$ cat config.mk
export PLATFORM = sky130hd
export DESIGN_NAME = guess_history
export DESIGN_NICKNAME = d
export VERILOG_FILES = /design/src/rtl/guess_history.sv
export SDC_FILE = /design/constraint.sdc
export NUM_CORES = 1
export LEC_CHECK = 0
export ABC_AREA = 1
export CAP_MARGIN = 15
export CELL_PAD_IN_SITES_DETAIL_PLACEMENT = 1
export CELL_PAD_IN_SITES_GLOBAL_PLACEMENT = 2
export CORE_UTILIZATION = 38
export CTS_CLUSTER_DIAMETER = 200
export DETAILED_ROUTE_END_ITERATION = 12
export PLACE_DENSITY = 0.82
export REMOVE_ABC_BUFFERS = 1
export SYNTH_ARGS = -nofsm -noshare
export SYNTH_HDL_FRONTEND = slang
export SYNTH_SLANG_ARGS = --single-unit
$ cat constraint.sdc
create_clock -name clk -period 2.9 [get_ports clk]
set_input_delay 0.58 -clock clk [delete_from_list [all_inputs] [get_ports clk]]
set_output_delay 0.58 -clock clk [all_outputs]
set_load 0.05 [all_outputs]
$ cat src/rtl/guess_history.sv
// Per-player circular history of guesses with strike/ball results, registered readout and winner latch.
// Optional duplicate-guess rejection is enabled by defining GUESS_HIST_DUP_CHECK_EN.
module guess_history #(
   parameter int NUM_PLAYERS = 2,
   parameter int DEPTH       = 4,
   parameter int DIGITS      = 3
) (
   input  logic                                         clk,
   input  logic                                         rst,
   input  logic                                         on_game,
   input  logic [NUM_PLAYERS-1:0]                       push,
   input  logic [DIGITS*4-1:0]                          guess_in,
   input  logic [NUM_PLAYERS*$clog2(DIGITS+1)-1:0]      strike_in,
   input  logic [NUM_PLAYERS*$clog2(DIGITS+1)-1:0]      ball_in,
   input  logic [((NUM_PLAYERS>2)?$clog2(NUM_PLAYERS):1)-1:0] rd_player,
   input  logic [$clog2(DEPTH)-1:0]                     rd_entry,
   input  logic [$clog2(DIGITS+2)-1:0]                  rd_field,
   output logic [3:0]                                   rd_data,
   output logic [$clog2(DEPTH+1)-1:0]                   rd_count,
   output logic [$clog2(NUM_PLAYERS+1)-1:0]             winner,
   output logic                                         dup
);

   localparam int SW  = $clog2(DIGITS+1);
   localparam int GW  = DIGITS*4;
   localparam int PW  = (NUM_PLAYERS > 2) ? $clog2(NUM_PLAYERS) : 1;
   localparam int PW1 = PW + 1;
   localparam int EW  = $clog2(DEPTH);
   localparam int FW  = $clog2(DIGITS+2);
   localparam int CW  = $clog2(DEPTH+1);
   localparam int WW  = $clog2(NUM_PLAYERS+1);

   logic [GW-1:0]  r_guess  [NUM_PLAYERS][DEPTH];
   logic [SW-1:0]  r_strike [NUM_PLAYERS][DEPTH];
   logic [SW-1:0]  r_ball   [NUM_PLAYERS][DEPTH];
   logic [EW-1:0]  r_wp     [NUM_PLAYERS];
   logic [CW-1:0]  r_cnt    [NUM_PLAYERS];
   logic [WW-1:0]  r_winner;
   logic [3:0]     r_rd_data;
   logic [CW-1:0]  r_rd_count;

   logic [NUM_PLAYERS-1:0] w_gate;
   logic [NUM_PLAYERS-1:0] w_dup_hit;
   logic [NUM_PLAYERS-1:0] w_acc;
   logic [WW-1:0]          w_win_next;
   logic                   w_pl_ok;
   logic [PW-1:0]          w_pidx;
   logic [EW-1:0]          w_slot;
   logic                   w_ent_ok;
   logic [GW-1:0]          w_sel_guess;
   logic [SW-1:0]          w_sel_strike;
   logic [SW-1:0]          w_sel_ball;
   logic [GW-1:0]          w_shifted;
   logic [3:0]             w_rd_next;
   logic [CW-1:0]          w_cnt_next;

   // Pushes only count while a game is running and nobody has won yet.
   assign w_gate = push & {NUM_PLAYERS{on_game && (r_winner == '0)}};
   assign w_acc  = w_gate & ~w_dup_hit;

`ifdef GUESS_HIST_DUP_CHECK_EN
   logic r_dup;

   // Match the incoming guess against every valid slot of each player.
   always_comb begin
      w_dup_hit = '0;
      for (int p = 0; p < NUM_PLAYERS; p++) begin
         for (int e = 0; e < DEPTH; e++) begin
            w_dup_hit[p] = w_dup_hit[p] | ((CW'(e) < r_cnt[p]) && (r_guess[p][e] == guess_in));
         end
      end
   end

   // Single-cycle pulse for a rejected duplicate.
   always_ff @(posedge clk) begin
      if (!rst) begin
         r_dup <= 1'b0;
      end else begin
         r_dup <= |(w_gate & w_dup_hit);
      end
   end

   assign dup = r_dup;
`else
   assign w_dup_hit = '0;
   assign dup       = 1'b0;
`endif

   // Descending scan so the lowest-index winner overrides higher ones.
   always_comb begin
      w_win_next = r_winner;
      for (int p = NUM_PLAYERS-1; p >= 0; p--) begin
         w_win_next = (w_acc[p] && (strike_in[p*SW +: SW] == SW'(DIGITS))) ? WW'(p+1) : w_win_next;
      end
   end

   // Readout select from pre-push state; newest entry sits just behind the write pointer.
   always_comb begin
      w_pl_ok      = PW1'(rd_player) < PW1'(NUM_PLAYERS);
      w_pidx       = w_pl_ok ? rd_player : '0;
      w_slot       = r_wp[w_pidx] - EW'(1) - rd_entry;
      w_ent_ok     = CW'(rd_entry) < r_cnt[w_pidx];
      w_sel_guess  = r_guess[w_pidx][w_slot];
      w_sel_strike = r_strike[w_pidx][w_slot];
      w_sel_ball   = r_ball[w_pidx][w_slot];
      w_shifted    = '0;
      w_rd_next    = 4'd0;
      if (!w_pl_ok || !w_ent_ok) begin
         w_rd_next = 4'd0;
      end else if (rd_field < FW'(DIGITS)) begin
         w_shifted = w_sel_guess >> (4*(DIGITS-1-int'(rd_field)));
         w_rd_next = w_shifted[3:0];
      end else if (rd_field == FW'(DIGITS)) begin
         w_rd_next = 4'(w_sel_ball);
      end else if (rd_field == FW'(DIGITS+1)) begin
         w_rd_next = 4'(w_sel_strike);
      end else begin
         w_rd_next = 4'd0;
      end
      w_cnt_next = w_pl_ok ? r_cnt[w_pidx] : '0;
   end

   // History buffers, winner latch and readout registers; reset overrides any push.
   always_ff @(posedge clk) begin
      if (!rst) begin
         for (int p = 0; p < NUM_PLAYERS; p++) begin
            r_wp[p]  <= '0;
            r_cnt[p] <= '0;
            for (int e = 0; e < DEPTH; e++) begin
               r_guess[p][e]  <= '0;
               r_strike[p][e] <= '0;
               r_ball[p][e]   <= '0;
            end
         end
         r_winner   <= '0;
         r_rd_data  <= 4'd0;
         r_rd_count <= '0;
      end else begin
         for (int p = 0; p < NUM_PLAYERS; p++) begin
            if (w_acc[p]) begin
               r_guess[p][r_wp[p]]  <= guess_in;
               r_strike[p][r_wp[p]] <= strike_in[p*SW +: SW];
               r_ball[p][r_wp[p]]   <= ball_in[p*SW +: SW];
               r_wp[p]              <= r_wp[p] + EW'(1);
               if (r_cnt[p] != CW'(DEPTH)) begin
                  r_cnt[p] <= r_cnt[p] + CW'(1);
               end else begin
                  r_cnt[p] <= r_cnt[p];
               end
            end else begin
               r_wp[p]  <= r_wp[p];
               r_cnt[p] <= r_cnt[p];
            end
         end
         r_winner   <= w_win_next;
         r_rd_data  <= w_rd_next;
         r_rd_count <= w_cnt_next;
      end
   end

   assign rd_data  = r_rd_data;
   assign rd_count = r_rd_count;
   assign winner   = r_winner;

endmodule

* Word level (Yosys, flattened, before mapping)
Memory sizes are Yosys's and may differ from the RTL's.
Cells that the tools add are included.
W data, S select, Z words.
** Storage, ports and cells
- Flip-flop bits (word level) :: 9
- Input port bits :: 31
- Logic and storage cells :: 375
- RAM bits :: 138
- Memory bits (read-only) :: 0
- Output and inout bits :: 10
- Latch bits :: 0
- Memories :: 5
** Cells by class
- Mux-type cells :: 193
- $lt $le $gt $ge :: 7
- Shift-type cells :: 1
- Multiply operators :: 0
- Add/sub/neg operators :: 7
- Bitwise operators :: 143
- Eq/ne operators :: 6
- Reduce and logical (&&, ||, !) cells :: 9
- Divide/modulo/power cells :: 0
** Memory list
- r_guess :: words 2, width 48, rd ports 1, clocked after Yosys merged registers in 0, wr ports 2, RTL line 33 : logic [GW-1:0] r_guess [NUM_PLAYERS][DEPTH];
- r_ball :: words 2, width 8, rd ports 1, clocked after Yosys merged registers in 0, wr ports 2, RTL line 35 : logic [SW-1:0] r_ball [NUM_PLAYERS][DEPTH];
- r_strike :: words 2, width 8, rd ports 1, clocked after Yosys merged registers in 0, wr ports 2, RTL line 34 : logic [SW-1:0] r_strike [NUM_PLAYERS][DEPTH];
- r_cnt :: words 2, width 3, rd ports 3, clocked after Yosys merged registers in 0, wr ports 2, RTL line 37 : logic [CW-1:0] r_cnt [NUM_PLAYERS];
- r_wp :: words 2, width 2, rd ports 3, clocked after Yosys merged registers in 0, wr ports 2, RTL line 36 : logic [EW-1:0] r_wp [NUM_PLAYERS];
** Operator list (count)
- $mux W1 :: 159
- $or A1 B1 Y1 :: 138
- $mux W48 :: 2
- $demux W12 S2 :: 2
- $mux W12 :: 4
- $shr A12 B32 Y4 :: 1
- $bmux W12 S2 :: 1
- $mux W2 :: 12
- $mux W3 :: 6
- $mux W8 :: 2
- $ge A3 B3 Y1 const B :: 3
- $not A2 Y3 :: 3
- $bmux W2 S2 :: 2
- $demux W2 S2 :: 2
- $add A3 B1 Y3 const B :: 2
- $lt A3 B1 Y1 const B :: 2
- $ne A3 B3 Y1 const B :: 2
- $logic_and A1 B1 Y1 :: 5
- $add A2 B1 Y2 const B :: 2
- $eq A2 B2 Y1 const B :: 2
- $mux W4 :: 1
- $sub A2 B3 Y4 const A :: 1
- $eq A3 B2 Y1 const B :: 1
- $eq A3 B3 Y1 const B :: 1
- other kinds (10) :: 10

* Longest topological paths before layout
An unclocked memory read counts as a cell.
- Depth after elaboration :: 10
- Gate-level depth with buffers :: 17
- Depth with buffers taken out :: 14

* Least setup slack after synthesis
No wires, ideal clock.
- Path type :: input -> register
- Start point :: input port rd_player
- End point :: register r_rd_data[3] (netlist: rd_data[3])
- Path slack :: 551 ps
- Path buffers :: 5
- Data required time :: 2791 ps
- Setup time :: 109 ps
- Stages :: 15
- Data arrival time :: 2240 ps
- Path through :: buf_6 buf_6 buf_4 nand2_1 o21ai_0 ha_1 buf_2 clkbuf_1 nand2_1 a21oi_1 o21ai_0 nand3_1 nand3_1 nand2_1 inv_1
** Between the ends
- Word-level cells in the longest chain between the ends :: 9
- Elaborated cells between the ends (all ways) :: 13
- Those cells by class :: add/sub (2); order compare (1); shift (1); mux (4); bitwise (1); reduce/logical (1); memory (3)
** Ends and longest elaborated chain
- start, declared :: RTL line 15 : input logic [((NUM_PLAYERS>2)?$clog2(NUM_PLAYERS):1)-1:0] rd_player,
- $mem_v2 Z2 W2
- $sub A2 B1 Y2 :: RTL line 101 : w_slot = r_wp[w_pidx] - EW'(1) - rd_entry;
- $sub A2 B2 Y2 :: RTL line 101
- $not A2 Y3 (implied by the code) :: RTL line 103 : w_sel_guess = r_guess[w_pidx][w_slot];
- $bmux W12 S2 :: RTL line 103
- $mux W12 (implied by the code) (2 in series) :: RTL line 103
- $shr A12 B32 Y4 :: RTL line 111 : w_shifted = w_sel_guess >> (4*(DIGITS-1-int'(rd_field)));
- $mux W4 :: RTL line 110 : end else if (rd_field < FW'(DIGITS)) begin
- end signal, assigned :: RTL line 156 : r_rd_data <= w_rd_next;
- end, declared :: RTL line 39 : logic [3:0] r_rd_data;
Several ways; a longest one is shown, not always the timed one. The select of a mux whose other input is x is not followed.
A chain may end at the register's enable or synchronous reset.

==> reports/metrics.csv <==
metric,value,unit
status,"complete, no violations",
CORE AREA,0.01796,mm2
number of enable flip-flop cells after synthesis,138,
worst path required time,3.23,ns
crit-path cells,"inv_1, o21ai_0, ha_1, inv_1, nand2_1, nand2_1, nand2_1, nand2_4, inv_1, o21ai_0, nand3_1, nand3_1, nand2_1, inv_1",
worst skew pair latency,0.44,ns
number of cells produced by synthesis,732,
Yosys warning total,0,
IO Pins,41,
initial antenna violation count,1,
Worst Min Path Start,winner[0],
Final Skew,0.01289,ns
final setup fails,0,
Final Total Pwr,5.601,mW
Setup TNS,0,ns
syn avg cell area,9.536,um2
WP buf/inv,4,
hold depth,2,
Final Wtd Congestion,0.7751,
Combinational Power Share,0.131,
Clock power frac,0.423,
Area Growth Syn to Fin,19.13,%
final net count,827,
I/O Buffers,39,
max_cap viols,0,
grt total ovfl,0,
CP max stage cell,edfxtp_1,
TritonCTS buffer count,17,
Tcrit/Tclk final,0.7770,
DR WL/cell,20.07,um
"Core Util, Final",0.4629,
Starting DRT DRC Count,316,
post-DP HPWL,13150,um
post-CTS sizing,0,
Synth area leaders,"edfxtp_1 59%, nand2_1 9.6%, nor2_1 9.0%, nand3_1 5.8%, ha_1 3.0%",
Static Leakage,3.502,nW
"Seq/Total Area, Yosys",0.6195,
vias per std cell,5.138,
critical path endpoint category,flip-flop,
peak supply drop,500.8,uV
total clock sinks,147,
Mapped Area,0.006980,mm2
most frequent cell after synthesis,nand2_1,
GRT Util Overall,0.2344,
Via Count,5251,
Synth Flop Type,edfxtp_1,
#FFs+latches synth,147,
post-CTS repair timing setup buffer count,0,
sequential power share,0.445,
final wirelength,20510,um
minimum clock period,2.253,ns
Cell Pwr Density,673.5,mW/mm2
clock transition at the registers of the reported paths,0.07,ns
CTS tree,done,
cell taking the most area after synthesis,edfxtp_1,
vias in the first global route,5662,
Max-slew headroom,0.6607,
capturing point of the worst reg2reg path,rd_data[3],
Die H,137.5,um
Fin. Hold Viols,0,
Worst Reg-to-Reg Cells,14,
Rows,49,
cell family with most CP delay,simple AND/OR/NAND/NOR gates,
Peak Freq,443.8,MHz
Max Buffers Root-to-Sink,2,
H-tree depth,4,
WP data arrival,2.59,ns
sw power,1.447,mW
worst min-delay path class,flip-flop to flip-flop,
"Hold-fix buffers, CTS",0,
DRT Pass-1 Iters,4,
R2R Setup Slk,0.65,ns
die width,137.5,um
Slew Limit Fails,0,
Layout fillers,2024,
DR DRC count,0,
"critical path fanouts, max",19,
initial core utilization,0.3886,
hold worst-path end,winner[0],
Synth cell types,27,
die area,0.01892,mm2
Net Sw Frac,0.2583,
first-pass GRT wire length,31650,um
Critical Setup Path Class,flip-flop to flip-flop,
Slew @ Worst Pin,0.5074,ns
Pint,4.154,mW
CP startpoint kind,flip-flop,
Async SR Flop Fraction,0,
layout cells sized above 1,0.08586,
clock tree root buffer cell,clkbuf_16,
Crit path largest cell delay,0.44,ns
Routed Antenna Nets,0,
largest net degree at the start of global routing,69,
Post-synth top cells,"179 x nand2_1, 167 x nor2_1, 138 x edfxtp_1, 81 x nand3_1, 52 x inv_1",
R2R Path Start,r_wp[0][0],
RSZ-0062 raised after global routing,no,
Synth top area share,0.5937,
-- placed cells by master, fill, tap and decap left out, types with 2 or more instances in the layout --
cell type / count
a21oi_1: 10
a31oi_1: 2
buf_12: 6
buf_4: 20
bufinv_16: 4
clkbuf_1: 2
clkbuf_16: 17
clkdlybuf4s50_1: 38
clkinv_4: 3
clkinvlp_4: 4
dfxtp_1: 9
edfxtp_1: 138
ha_1: 17
inv_1: 51
nand2_1: 179
nand2_2: 8
nand3_1: 81
nand4_1: 2
nor2_1: 167
nor3_1: 3
o211ai_1: 2
o21ai_0: 16
xnor2_1: 2
-- power groups by stage --
| stage | registers (mW) | logic (mW) | clock network, mW |
|---|---|---|---|
| finish | 2.49 | 0.736 | 2.37 |
| global route | 2.50 | 0.817 | 2.48 |
| CTS | 2.49 | 0.746 | 2.39 |
| detailed placement | 2.54 | 0.740 | 0 |
| global placement | 2.53 | 0.719 | 0 |
| floorplan | 2.55 | 0.386 | 0 |
-- state kept, by name, indices dropped and copies added (netlist names) --
register / count
winner: 2
rd_count: 3
r_guess: 96
r_cnt: 6
rd_data: 4
r_strike: 16
r_wp: 4
r_ball: 16
-- per-layer routing --
metal / part of all wire / routed length [um] / up-vias / GRT usage
li1: - / - / 2492 / -
met1: 0.43 / 8768 / 2616 / 0.2867
met2: 0.50 / 10300 / 113 / 0.4031
met3: 0.046 / 942 / 30 / 0.04636
met4: 0.024 / 494 / 0 / 0.09463
met5: 0 / 0 / - / 0
-- area by class of cell --
class                   instances  area [um2]  area share
flip-flops and latches        147        4324      0.5200
multi-input cells             496        2223      0.2674
repair buffers                 65       655.6     0.07884
clock buffers                  20       446.7     0.05372
well taps                     229       286.5     0.03446
inverters                      52       195.2     0.02347
clock inverters                12       181.4     0.02182
diodes                          1       2.502   0.0003009
-- metrics by stage --
| step | cells | worst slack, ns | area (um2) | hold slack, ns |
|---|---|---|---|---|
| floorplan | 695 | 0.2027 | 6743 | 0.5602 |
| global placement | 989 | 0.3335 | 7685 | 0.5023 |
| detailed placement | 989 | 0.3000 | 7685 | 0.5318 |
| CTS | 1021 | 0.6339 | 8313 | 0.5415 |
| global route | 1021 | 0.3359 | 8313 | 0.5651 |
| finish | 1022 | 0.6466 | 8315 | 0.5272 |
-- kinds of logic (layout without fill, tap and decap cells) --
family / Yosys count / after routing / share of synthesized area
other: 1 / 2 / 0.0005372
buffers and inverters: 89 / 149 / 0.06202
AO/OA/AOI/OAI: 34 / 34 / 0.02671
adder cells (fa/ha/maj): 17 / 17 / 0.03047
flip-flops: 147 / 147 / 0.6195
AND/OR/NAND/NOR: 442 / 442 / 0.2583
XOR/XNOR: 2 / 2 / 0.002510
-- worst max-delay path by stage --
stage                     cells past startpoint    endpoint       start
after detailed placement                     13  rd_data[3]   rd_player
after global routing                         14  rd_data[3]  r_wp[0][0]
after floorplan                              11  rd_data[0]   rd_player
after global placement                       13  rd_data[3]   rd_player
after CTS                                    14  rd_data[3]  r_wp[0][0]
final                                        14  rd_data[3]  r_wp[0][0]
-- tightest hold or removal path, cell delays in order, from the launching register on --
cell     delay, ns
dfxtp_1       0.33
nor2_1        0.11
nor2_1        0.05
(Power assumes the default switching activity.)
